**src/rtl/click_sync_bridge.sv**
```systemverilog
`timescale 1ns/1ps
// Clocked bridge into/out of the click-element ring: 2-phase request on the IF
// side, 2-phase acknowledge on the WB side, in-flight tracking and controlled drain.
module click_sync_bridge #(
  parameter int MAX_TOKENS  = 4,
  parameter int SYNC_STAGES = 2,
  parameter int CNT_W       = 16
) (
  input  logic             i_clk,
  input  logic             i_rstn,
  input  logic             i_enable,
  input  logic             i_launch_valid,
  output logic             o_launch_ready,
  output logic             o_reqL,
  input  logic             i_ackL,
  input  logic             i_reqR,
  output logic             o_ackR,
  output logic             o_retire,
  output logic [CNT_W-1:0] o_retire_cnt,
  output logic [3:0]       o_inflight,
  output logic             o_busy,
  output logic             o_drained,
  output logic             o_err
);

  typedef enum logic [1:0] {ST_IDLE = 2'd0, ST_RUN = 2'd1, ST_DRAIN = 2'd2} state_t;

  localparam logic [3:0] MAXT = 4'(MAX_TOKENS);

  state_t                 r_state, w_state_nxt;
  logic [SYNC_STAGES-1:0] r_ackL_sync, r_reqR_sync;
  logic                   r_reqR_d, r_reqL, r_ackR, r_retire, r_drained, r_err;
  logic [3:0]             r_inflight, w_inflight_nxt;
  logic [CNT_W-1:0]       r_retire_cnt;

  logic w_ackL_s, w_reqR_s, w_quiet, w_ackL_tog, w_retire, w_launch, w_drain_done;

  assign w_ackL_s   = r_ackL_sync[SYNC_STAGES-1];
  assign w_reqR_s   = r_reqR_sync[SYNC_STAGES-1];
  assign w_quiet    = (r_reqL == w_ackL_s);
  // Toggle about to land in ackL_s; legal only while a left request is pending.
  assign w_ackL_tog = r_ackL_sync[SYNC_STAGES-1] != r_ackL_sync[SYNC_STAGES-2];
  assign w_retire   = w_reqR_s != r_reqR_d;

  assign o_launch_ready = (r_state == ST_RUN) && w_quiet && (r_inflight < MAXT);
  assign w_launch       = i_launch_valid && o_launch_ready;

  always_comb begin
    w_state_nxt  = r_state;
    w_drain_done = (r_state == ST_DRAIN) && (r_inflight == 4'd0) && w_quiet;
    case (r_state)
      ST_IDLE:  if (i_enable)     w_state_nxt = ST_RUN;
      ST_RUN:   if (!i_enable)    w_state_nxt = ST_DRAIN;
      ST_DRAIN: if (w_drain_done) w_state_nxt = ST_IDLE;
      default:                    w_state_nxt = ST_IDLE;
    endcase
  end

  always_comb begin
    w_inflight_nxt = r_inflight;
    case ({w_launch, w_retire})
      2'b10:   w_inflight_nxt = r_inflight + 4'd1;
      2'b01:   if (r_inflight != 4'd0) w_inflight_nxt = r_inflight - 4'd1;
      default: w_inflight_nxt = r_inflight;
    endcase
  end

  always_ff @(posedge i_clk or negedge i_rstn) begin
    if (!i_rstn) r_state <= ST_IDLE;
    else         r_state <= w_state_nxt;
  end

  always_ff @(posedge i_clk or negedge i_rstn) begin
    if (!i_rstn) begin
      r_ackL_sync  <= '0;
      r_reqR_sync  <= '0;
      r_reqR_d     <= 1'b0;
      r_reqL       <= 1'b0;
      r_ackR       <= 1'b0;
      r_retire     <= 1'b0;
      r_retire_cnt <= '0;
      r_inflight   <= 4'd0;
      r_drained    <= 1'b0;
      r_err        <= 1'b0;
    end else begin
      r_ackL_sync <= {r_ackL_sync[SYNC_STAGES-2:0], i_ackL};
      r_reqR_sync <= {r_reqR_sync[SYNC_STAGES-2:0], i_reqR};
      r_reqR_d    <= w_reqR_s;
      r_retire    <= w_retire;
      r_drained   <= w_drain_done;
      r_inflight  <= w_inflight_nxt;
      if (w_launch) r_reqL <= ~r_reqL;
      if (w_retire) begin
        r_ackR       <= w_reqR_s;
        r_retire_cnt <= r_retire_cnt + CNT_W'(1);
      end
      // Retire with nothing in flight, or an acknowledge nobody asked for.
      if ((w_retire && r_inflight == 4'd0) || (w_ackL_tog && w_quiet)) r_err <= 1'b1;
    end
  end

  assign o_reqL       = r_reqL;
  assign o_ackR       = r_ackR;
  assign o_retire     = r_retire;
  assign o_retire_cnt = r_retire_cnt;
  assign o_inflight   = r_inflight;
  assign o_busy       = (r_state != ST_IDLE);
  assign o_drained    = r_drained;
  assign o_err        = r_err;

endmodule

```
**config.mk**
```make
export PLATFORM = sky130hd
export DESIGN_NAME = click_sync_bridge
export DESIGN_NICKNAME = d
export VERILOG_FILES = /design/src/rtl/click_sync_bridge.sv
export SDC_FILE = /design/constraint.sdc
export NUM_CORES = 1
export LEC_CHECK = 0
export BUFFER_PORTS_ARGS = -buffer_cell sky130_fd_sc_hd__buf_2
export CAP_MARGIN = 20
export CORE_MARGIN = 2
export CORE_UTILIZATION = 45
export CTS_CLUSTER_DIAMETER = 80
export DETAILED_ROUTE_END_ITERATION = 12
export PLACE_DENSITY = 0.69
export SLEW_MARGIN = 20
export SYNTH_ARGS = -nofsm -noshare
export SYNTH_HDL_FRONTEND = slang
export SYNTH_SLANG_ARGS = --single-unit
```
**constraint.sdc**
```tcl
create_clock -name i_clk -period 2.8 [get_ports i_clk]
set_input_delay 0.42 -clock i_clk [delete_from_list [all_inputs] [get_ports i_clk]]
set_output_delay 0.42 -clock i_clk [all_outputs]
set_load 0.01 [all_outputs]
```
==> results.txt, run 1 <==
Run status = finished clean
Design area = 1720 sq um
Top cell type's share of synthesized area = 0.558
HPWL after DPL = 1800 um
GP Congestion = 0.793
Internal reg-to-reg setup slack = 200 ps
Crit. End Element = flop
F_max = 385 MHz
Setup bufs post-CTS = 0
1st-iter DRT viols = 85
Ratio of cells with drive above 1 in the final layout = 0.286
Worst-Margin Slew = 815 ps
Cells after Synth = 121
Initial Util = 0.470
I/O pin cnt = 33
Slew Viols, Final = 0
Slowest cell on crit path = dfrtp_1
Antenna diode instance count = 0
Final period util = 0.928
H-tree levels = 2
Total gr overflow = 0
Setup violators final = 0
P_leak = 0.873 nW
Avg Cell Area, Syn = 11.9 sq um
Max cap viols = 0
Worst EP required = 3020 ps
Antenna Violating Nets Remaining = 0
Die Height = 60.5 um
Worst path cell trace = nor4b_2 -> nand3_1 -> nand2_1 -> inv_1 -> ha_1 -> a21o_1 -> a2111oi_0 -> a2bb2oi_1 -> xnor2_1
Root buf cell = clkbuf_4
CTS sink count = 32
Net count, final = 170
Clk buf depth = 2
CP startpoint = r_state[1]$_DFFE_PN0P_
Area grow syn2layout = 19.6%
Place WS = 223 ps
PD cells = 840 nW/um^2
Slowest stage delay, CP = 440 ps
Synth cell types = 33
Adder-cell share of the synthesized area = 0.0401
Min Clock Period, post-route = 2600 ps
Yosys Warn Count = 0
Max-slew headroom = 0.452
Post-Syn Area = 1430 sq um
Initial antenna violation count = 0
Vias = 1010
CTS tree = yes
Setup tns final = 0 ps
R2r endpoint = o_inflight[3]$_DFFE_PN0P_
XOR/XNOR Fraction of Synth Area = 0.134
Final worst-path setup slack = 201 ps
Die footprint = 3650 sq um
Syn_nets = 131
Number of synthesized register bits = 32
Largest family of logic cells by synthesized area = simple AND/OR/NAND/NOR gates
Clock buffer count from CTS = 5
R2r worst-path depth = 9
FF-to-FF Start = r_state[1]$_DFFE_PN0P_
Routed vias/inst = 4.93
DP Area = 1650 sq um
Unrepaired setup endpoints after global routing = no
Port bufs = 32
First-pass GRT wire length = 4360 um
Hold crit path type = in -> async
Synth Area in Compound Gates = 0.0506
Worst Skew = 4.20 ps
Fin util = 0.562
VDD IR max = 0.452 mV
Synth area leader = dfrtp_1
Final wirelength = 2520 um
Startpoint Class = flop
DRT Pass-1 Iters = 4
Sequential share of the synthesized area = 0.558
Worst-skew pair later-pin latency = 330 ps
All-Layer GR Usage = 0.167
Fin. Hold Viols = 0
Mux contribution to synthesized area = 0.0140
CP Max Fanout = 6
Largest net degree at the start of global routing = 33
Avg WL per Cell = 12.3 um
Area contributors post-synth = dfrtp_1, xnor2_1, xor2_1
Core Box Area = 3050 sq um
FP Rows = 20
DRC Markers = 0
Simple-Gate Fraction of Synth Area = 0.186
WP data arrival = 2820 ps
Die width = 60.5 um
Crit Path Class = reg -> reg
Vias in the first global route = 974
Clock-pin slew on the worst setup and hold paths = 100 ps
## what timing repair did
action,in CTS,in global routing
gates resized for setup,0,1
endpoints found under the setup margin,0,1
hold buffers,0,0
## routing by layer
metal | track usage | wire, um | up-vias
li1 | - | - | 492
met1 | 0.199 | 1140 | 481
met2 | 0.264 | 1160 | 31
met3 | 0.0661 | 162 | 6
met4 | 0.0870 | 55 | 0
met5 | 0 | 0 | -
## through the flow
step	hold slack [ps]	instances	total power (W)
6_report	123	205	0.00144
2_1_floorplan	124	121	0.000998
3_3_place_gp	334	197	0.00116
4_1_cts	137	205	0.00146
3_5_place_dp	335	197	0.00117
5_1_grt	159	205	0.00156
## cells in the final DEF (no fill, tap or decap), types with 2 or more instances in the layout
cell type	instances
xnor2_1	10
nand3_1	5
mux2i_1	2
clkbuf_4	5
nand4_1	3
xnor2_2	2
buf_2	32
nor2_1	5
o21ai_0	4
xor2_1	9
a21oi_1	2
ha_1	3
nand2_1	14
clkbuf_1	2
inv_1	5
dfrtp_1	32
nor3_1	6
## state kept, by name (all words and copies together) (netlist names)
name          cells
o_reqL            1
o_ackR            1
o_drained         1
o_inflight        4
o_retire          1
r_ackL_sync       2
o_retire_cnt     16
o_err             1
r_state           2
r_reqR_d          1
r_reqR_sync       2
## cells in the mapped netlist
master and count:
a2111oi_0 1, a211o_2 1, a21boi_1 1, a21o_1 1, a21oi_1 2, a2bb2oi_1 1
and2_1 1, and3_1 1, and4_1 1, and4b_1 1, dfrtp_1 32, fa_1 1
ha_1 3, inv_1 5, inv_4 1, mux2i_1 2, nand2_1 14, nand2b_1 1
nand3_1 5, nand4_1 3, nand4_4 1, nor2_1 5, nor2b_1 1, nor3_1 6
nor3b_1 1, nor4_1 1, nor4_4 1, nor4b_2 1, o21ai_0 4, or2_2 1
xnor2_1 11, xnor2_2 1, xor2_1 9
## cells by family after synthesis
kind of cell	after synthesis
buf+inv	6
compound gates	11
xor+xnor	21
mux	2
flops	32
simple gates	45
fa+ha+maj	4
## worst max-delay path by stage
stage | end | slack [ps]
floorplan | o_inflight[3]$_DFFE_PN0P_ | 460
global placement | o_inflight[3]$_DFFE_PN0P_ | 350
detailed placement | o_inflight[3]$_DFFE_PN0P_ | 220
CTS | o_inflight[3]$_DFFE_PN0P_ | 180
global route | o_inflight[3]$_DFFE_PN0P_ | 10
finish | o_inflight[3]$_DFFE_PN0P_ | 200
## final cells by class
class	count	area (sq um)
fillers	258	1340
flip-flops and latches	32	801
multi-input cells	83	616
repair buffers	32	160
clock buffers	8	58.8
well taps	44	55.1
inverters	6	25.0
## power breakdown
group,internal [W],switching (W)
clock network,0.000124,0.000150
registers,0.000561,0.000140
logic,0.000225,0.000242
total,0.000910,0.000531
## worst max-delay path, delay by kind of cell (launching register included)
family / cells / cell delay (ps)
AOI/OAI and AO/OA: 3 / 770
and+or+nand+nor: 3 / 790
buffers and inverters: 1 / 80
xor gates and xnor gates: 1 / 140
adders and majority gates: 1 / 270
DFF: 1 / 440
No activity file was read; power rests on OpenSTA's default activity.
==> run 2, diff against run 1 <==
--- a/config.mk
+++ b/config.mk
@@ -12,6 +12,7 @@
 export CTS_CLUSTER_DIAMETER = 80
 export DETAILED_ROUTE_END_ITERATION = 12
 export PLACE_DENSITY = 0.69
+export SETUP_SLACK_MARGIN = 0.3
 export SLEW_MARGIN = 20
 export SYNTH_ARGS = -nofsm -noshare
 export SYNTH_HDL_FRONTEND = slang
==> results.txt, run 2 (synthesis results as in run 1) <==
Vias in the first global route = 974
Total gr overflow = 0
Max-slew headroom = 0.399
Startpoint Class = flop
Initial antenna violation count = 0
Clock Power Share = 0.184
Clock buffer count from CTS = 5
CP Max Fanout = 4
Final period util = 0.828
Vias = 1013
Sw power = 0.000553 W
Fin. Hold Viols = 0
Worst EP required = 3030 ps
Antenna Violating Nets Remaining = 0
Sw Ratio = 0.371
Slowest cell on crit path = dfrtp_2
Die footprint = 3650 sq um
PD cells = 844 nW/um^2
Hold Buf Count CTS = 0
All-Layer GR Usage = 0.170
Clock-pin slew on the worst setup and hold paths = 100 ps
Core Box Area = 3050 sq um
First-pass GRT wire length = 4420 um
Internal reg-to-reg setup slack = 480 ps
Initial Util = 0.470
Antenna diode instance count = 0
CTS tree = yes
Routed vias/inst = 4.89
Internal Power = 0.000937 W
Run status = finished clean
DRC Markers = 0
Unrepaired setup endpoints after global routing = no
Worst-Margin Slew = 893 ps
Max cap viols = 0
Net count, final = 172
DRT Pass-1 Iters = 4
Multi-input logic area = 647 sq um
Slew Viols, Final = 0
CTS sink count = 32
H-tree levels = 2
Sequential share of power = 0.477
Ratio of cells with drive above 1 in the final layout = 0.325
Crit Path Class = reg -> reg
R2r endpoint = o_inflight[3]$_DFFE_PN0P_
Hold crit path type = in -> async
Area grow syn2layout = 23.1%
Commonest non-fill, non-tap cell in the layout = buf_2
Min Clock Period, post-route = 2320 ps
P_leak = 0.885 nW
Slowest stage delay, CP = 460 ps
Worst-skew pair later-pin latency = 330 ps
GP Congestion = 0.793
Die width = 60.5 um
FF-to-FF Start = o_inflight[3]$_DFFE_PN0P_
FP Rows = 20
Clk buf depth = 2
Worst path cell trace = nor4b_4 -> nand3_2 -> nand2_1 -> inv_1 -> ha_1 -> a21o_1 -> a2111oi_2 -> a2bb2oi_1 -> xnor2_1
Largest net degree at the start of global routing = 33
F_max = 431 MHz
Final wirelength = 2560 um
Logic pwr share = 0.339
Avg WL per Cell = 12.4 um
Root buf cell = clkbuf_4
Port bufs = 32
1st-iter DRT viols = 67
Commonest cells after routing, fill and taps aside = buf_2, dfrtp_1, nand2_1
Crit. End Element = flop
Setup violators final = 0
WP data arrival = 2550 ps
Hold_ws = 123 ps
I/O pin cnt = 33
HPWL after DPL = 1800 um
Max reg flops = 16
R2r worst-path depth = 9
Worst Skew = 8.20 ps
Layout filler cell count = 245
VDD IR max = 0.458 mV
Die Height = 60.5 um
Register area = 805 sq um
Setup tns final = 0 ps
## run 2: cell types whose count changed in the layout (fill, tap and decap cells not counted), sizes merged
cell	before	now
buf	32	34
## run 2: how the worst max path moves through the flow
stage | startpoint | endpoint | slack (ps) | cells past startpoint
after floorplan | o_inflight[3]$_DFFE_PN0P_ | o_inflight[3]$_DFFE_PN0P_ | 460 | 9
after global placement | r_state[1]$_DFFE_PN0P_ | o_inflight[3]$_DFFE_PN0P_ | 350 | 9
after detailed placement | o_reqL$_DFFE_PN0P_ | o_inflight[3]$_DFFE_PN0P_ | 220 | 9
after CTS | r_state[1]$_DFFE_PN0P_ | o_inflight[3]$_DFFE_PN0P_ | 300 | 9
after global routing | o_inflight[3]$_DFFE_PN0P_ | o_inflight[3]$_DFFE_PN0P_ | 320 | 9
final | o_inflight[3]$_DFFE_PN0P_ | o_inflight[3]$_DFFE_PN0P_ | 480 | 9
## run 2: routing by layer
layer  global-route usage  wire length [um]  vias up
met5                    0                 0        -
li1                     -                 -      497
met1                0.206              1140      482
met2                0.262              1200       29
met4               0.0870                55        0
met3               0.0682               166        5
## run 2: power by group through the flow
stage / combinational (W) / sequential, W / clock (W)
6_report: 0.000505 / 0.000710 / 0.000275
5_1_grt: 0.000570 / 0.000729 / 0.000313
3_5_place_dp: 0.000467 / 0.000708 / 0
4_1_cts: 0.000482 / 0.000710 / 0.000285
3_3_place_gp: 0.000459 / 0.000700 / 0
2_1_floorplan: 0.000271 / 0.000727 / 0
## run 2: timing repair
| item | CTS | global route |
|---|---|---|
| pin swaps | 0 | 2 |
| buffers inserted | 0 | 2 |
| endpoints found under the setup margin | 1 | 1 |
| resized for setup | 3 | 6 |
## run 2: through the flow
stage / instance area (sq um) / std cells / setup slack, ps / util / power [W]
final: 1770 / 207 / 482 / 0.578 / 0.00149
after global routing: 1770 / 207 / 323 / 0.578 / 0.00161
after CTS: 1730 / 205 / 304 / 0.566 / 0.00148
after detailed placement: 1650 / 197 / 223 / 0.540 / 0.00117
after global placement: 1650 / 197 / 351 / 0.540 / 0.00116
after floorplan: 1430 / 121 / 456 / - / 0.000998
## run 2: worst max-delay path: cells and delay by family, from the launching register on
family                     cells  cell delay, ps
xor gates and xnor gates       1             130
adders and majority gates      1             270
buffers and inverters          1              70
and+or+nand+nor                3             590
AOI/OAI and AO/OA              3             680
DFF                            1             460
## run 2: layout make-up
cell class / count / area share
clock buffers: 8 / 0.0333
inverters: 6 / 0.0142
multi-input cells: 83 / 0.366
flip-flops and latches: 32 / 0.456
well taps: 44 / 0.0312
repair buffers: 34 / 0.0992
==> run 3, diff against run 2 <==
--- a/config.mk
+++ b/config.mk
@@ -11,7 +11,7 @@
 export CORE_UTILIZATION = 45
 export CTS_CLUSTER_DIAMETER = 80
 export DETAILED_ROUTE_END_ITERATION = 12
-export PLACE_DENSITY = 0.69
+export PLACE_DENSITY = 0.71
 export SETUP_SLACK_MARGIN = 0.3
 export SLEW_MARGIN = 20
 export SYNTH_ARGS = -nofsm -noshare
==> constraint.sdc (replaced) <==
create_clock -name i_clk -period 1.9 [get_ports i_clk]
set_input_delay 0.285 -clock i_clk [delete_from_list [all_inputs] [get_ports i_clk]]
set_output_delay 0.285 -clock i_clk [all_outputs]
set_load 0.01 [all_outputs]
==> results.txt, run 3 (synthesis results as in run 1) <==
Min Clock Period, post-route = 2070 ps
Antenna diode instance count = 0
GP Congestion = 0.746
Slowest stage delay, CP = 430 ps
Total gr overflow = 0
Initial Util = 0.470
DP Area = 1800 sq um
Run status = complete, but fails checks
Ratio of cells with drive above 1 in the final layout = 0.475
F_max = 483 MHz
Worst-Margin Slew = 695 ps
Layout filler cell count = 245
Violations in the final reports = negative setup slack
Largest net degree at the start of global routing = 33
1st-iter DRT viols = 29
Worst path cell trace = nor4b_4 -> nand3_2 -> nand2_2 -> inv_2 -> ha_4 -> a21o_1 -> a2111oi_4 -> a2bb2oi_2 -> xnor2_1
HPWL after DPL = 2060 um
PD cells = 1230 nW/um^2
Clock-pin slew on the worst setup and hold paths = 100 ps
Port bufs = 32
CP Max Fanout = 2
Hold crit path type = in -> async
Die Height = 60.5 um
FF-to-FF Start = o_inflight[3]$_DFFE_PN0P_
WP data arrival = 2280 ps
WL met1 = 1320 um
Area grow syn2layout = 42.1%
Wire length on met2 = 1480 um
Max cap viols = 0
Unrepaired setup endpoints after global routing = yes
Top Metal Used = met3
Slew Viols, Final = 0
VDD IR max = 0.880 mV
CTS sink count = 32
Routed vias/inst = 4.90
Worst Skew = 9.91 ps
Worst-skew pair later-pin latency = 320 ps
Hold_ws = 0.0145 ps
Avg WL per Cell = 12.9 um
Design area = 2040 sq um
Fin cells = 227
Internal reg-to-reg setup slack = -170 ps
Fin. Hold Viols = 0
All-Layer GR Usage = 0.178
Placed insts = 210
Net count, final = 192
Initial antenna violation count = 0
Crit. End Element = flop
CTS tree = yes
Buffers & Inverters on Critical Path = 1
Root buf cell = clkbuf_4
Worst EP required = 2110 ps
Clock buffer count from CTS = 5
Vias in the first global route = 1071
Core Box Area = 3050 sq um
Largest delay share family, worst path = compound AO/OA/AOI/OAI gates
Commonest non-fill, non-tap cell in the layout = dfrtp_1
Max-slew headroom = 0.537
Slowest cell on crit path = dfrtp_2
Startpoint Class = flop
First-pass GRT wire length = 4710 um
Vias = 1112
Commonest cells after routing, fill and taps aside = dfrtp_1, buf_2, buf_4
Die width = 60.5 um
DRC Markers = 0
Final period util = 1.09
R2r worst-path depth = 9
Final worst-path setup slack = -172 ps
Final Power = 0.00251 W
Antenna Violating Nets Remaining = 0
Die footprint = 3650 sq um
DRT Pass-1 Iters = 4
Final wirelength = 2940 um
H-tree levels = 2
R2r endpoint = o_inflight[3]$_DFFE_PN0P_
Clk buf depth = 2
Length of routed met3 wiring = 138 um
FP Rows = 20
I/O pin cnt = 33
Setup violators final = 1
Crit Path Class = reg -> reg
P_leak = 1.00 nW
Max reg flops = 16
[run 3: cell types whose count changed in the layout (fill, tap and decap cells not counted), sizes merged]
| cell | previous run | this run |
|---|---|---|
| buf | 34 | 54 |
[run 3: stage by stage]
stage                util  setup slack, ps  setup TNS (ps)
floorplan               -             -194            -194
global placement    0.591            -86.4           -86.4
detailed placement  0.591             -179            -179
CTS                 0.624             -188            -188
global route        0.668             -288            -384
finish              0.668             -172            -172
[run 3: per-layer routing]
| layer | up-vias | track usage |
|---|---|---|
| met3 | 0 | 0.0746 |
| met2 | 30 | 0.280 |
| met1 | 549 | 0.222 |
| met4 | 0 | 0.0683 |
| met5 | - | 0 |
| li1 | 533 | - |
[run 3: worst max-delay path by stage]
stage / start / to / slack, ps / cells past startpoint
2_1_floorplan: o_inflight[3]$_DFFE_PN0P_ / o_inflight[3]$_DFFE_PN0P_ / -190 / 9
3_5_place_dp: o_inflight[3]$_DFFE_PN0P_ / o_inflight[3]$_DFFE_PN0P_ / -180 / 9
3_3_place_gp: o_inflight[3]$_DFFE_PN0P_ / o_inflight[3]$_DFFE_PN0P_ / -90 / 9
6_report: o_inflight[3]$_DFFE_PN0P_ / o_inflight[3]$_DFFE_PN0P_ / -170 / 9
5_1_grt: o_inflight[3]$_DFFE_PN0P_ / o_inflight[3]$_DFFE_PN0P_ / -290 / 9
4_1_cts: o_inflight[2]$_DFFE_PN0P_ / o_inflight[3]$_DFFE_PN0P_ / -190 / 9
[run 3: area by class of cell]
type	instances	area (sq um)	share of cell area
Inverter	6	25.0	0.0123
Timing Repair Buffer	54	357	0.175
Multi-Input combinational cell	83	741	0.363
Tap cell	44	55.1	0.0270
Sequential cell	32	802	0.393
Clock buffer	8	58.8	0.0289
[run 3: timing repair]
item	CTS	global route
pin swaps	5	12
hold buffers	0	0
setup buffers	3	6
gates resized for setup	6	17
setup endpoints to repair	5	13
cloned	0	0
[run 3: worst reg2reg max path, stage by stage (launching register included)]
cell and delay [ps]:
dfrtp_2 430, nor4b_4 320, nand3_2 130, nand2_2 100, inv_2 70, ha_4 200, a21o_1 190, a2111oi_4 300
a2bb2oi_2 90, xnor2_1 130
[run 3: where the power goes]
group          internal, W  switching [W]
Clock             0.000183       0.000213
Combinational     0.000592       0.000497
Sequential        0.000830       0.000192
Total              0.00160       0.000902
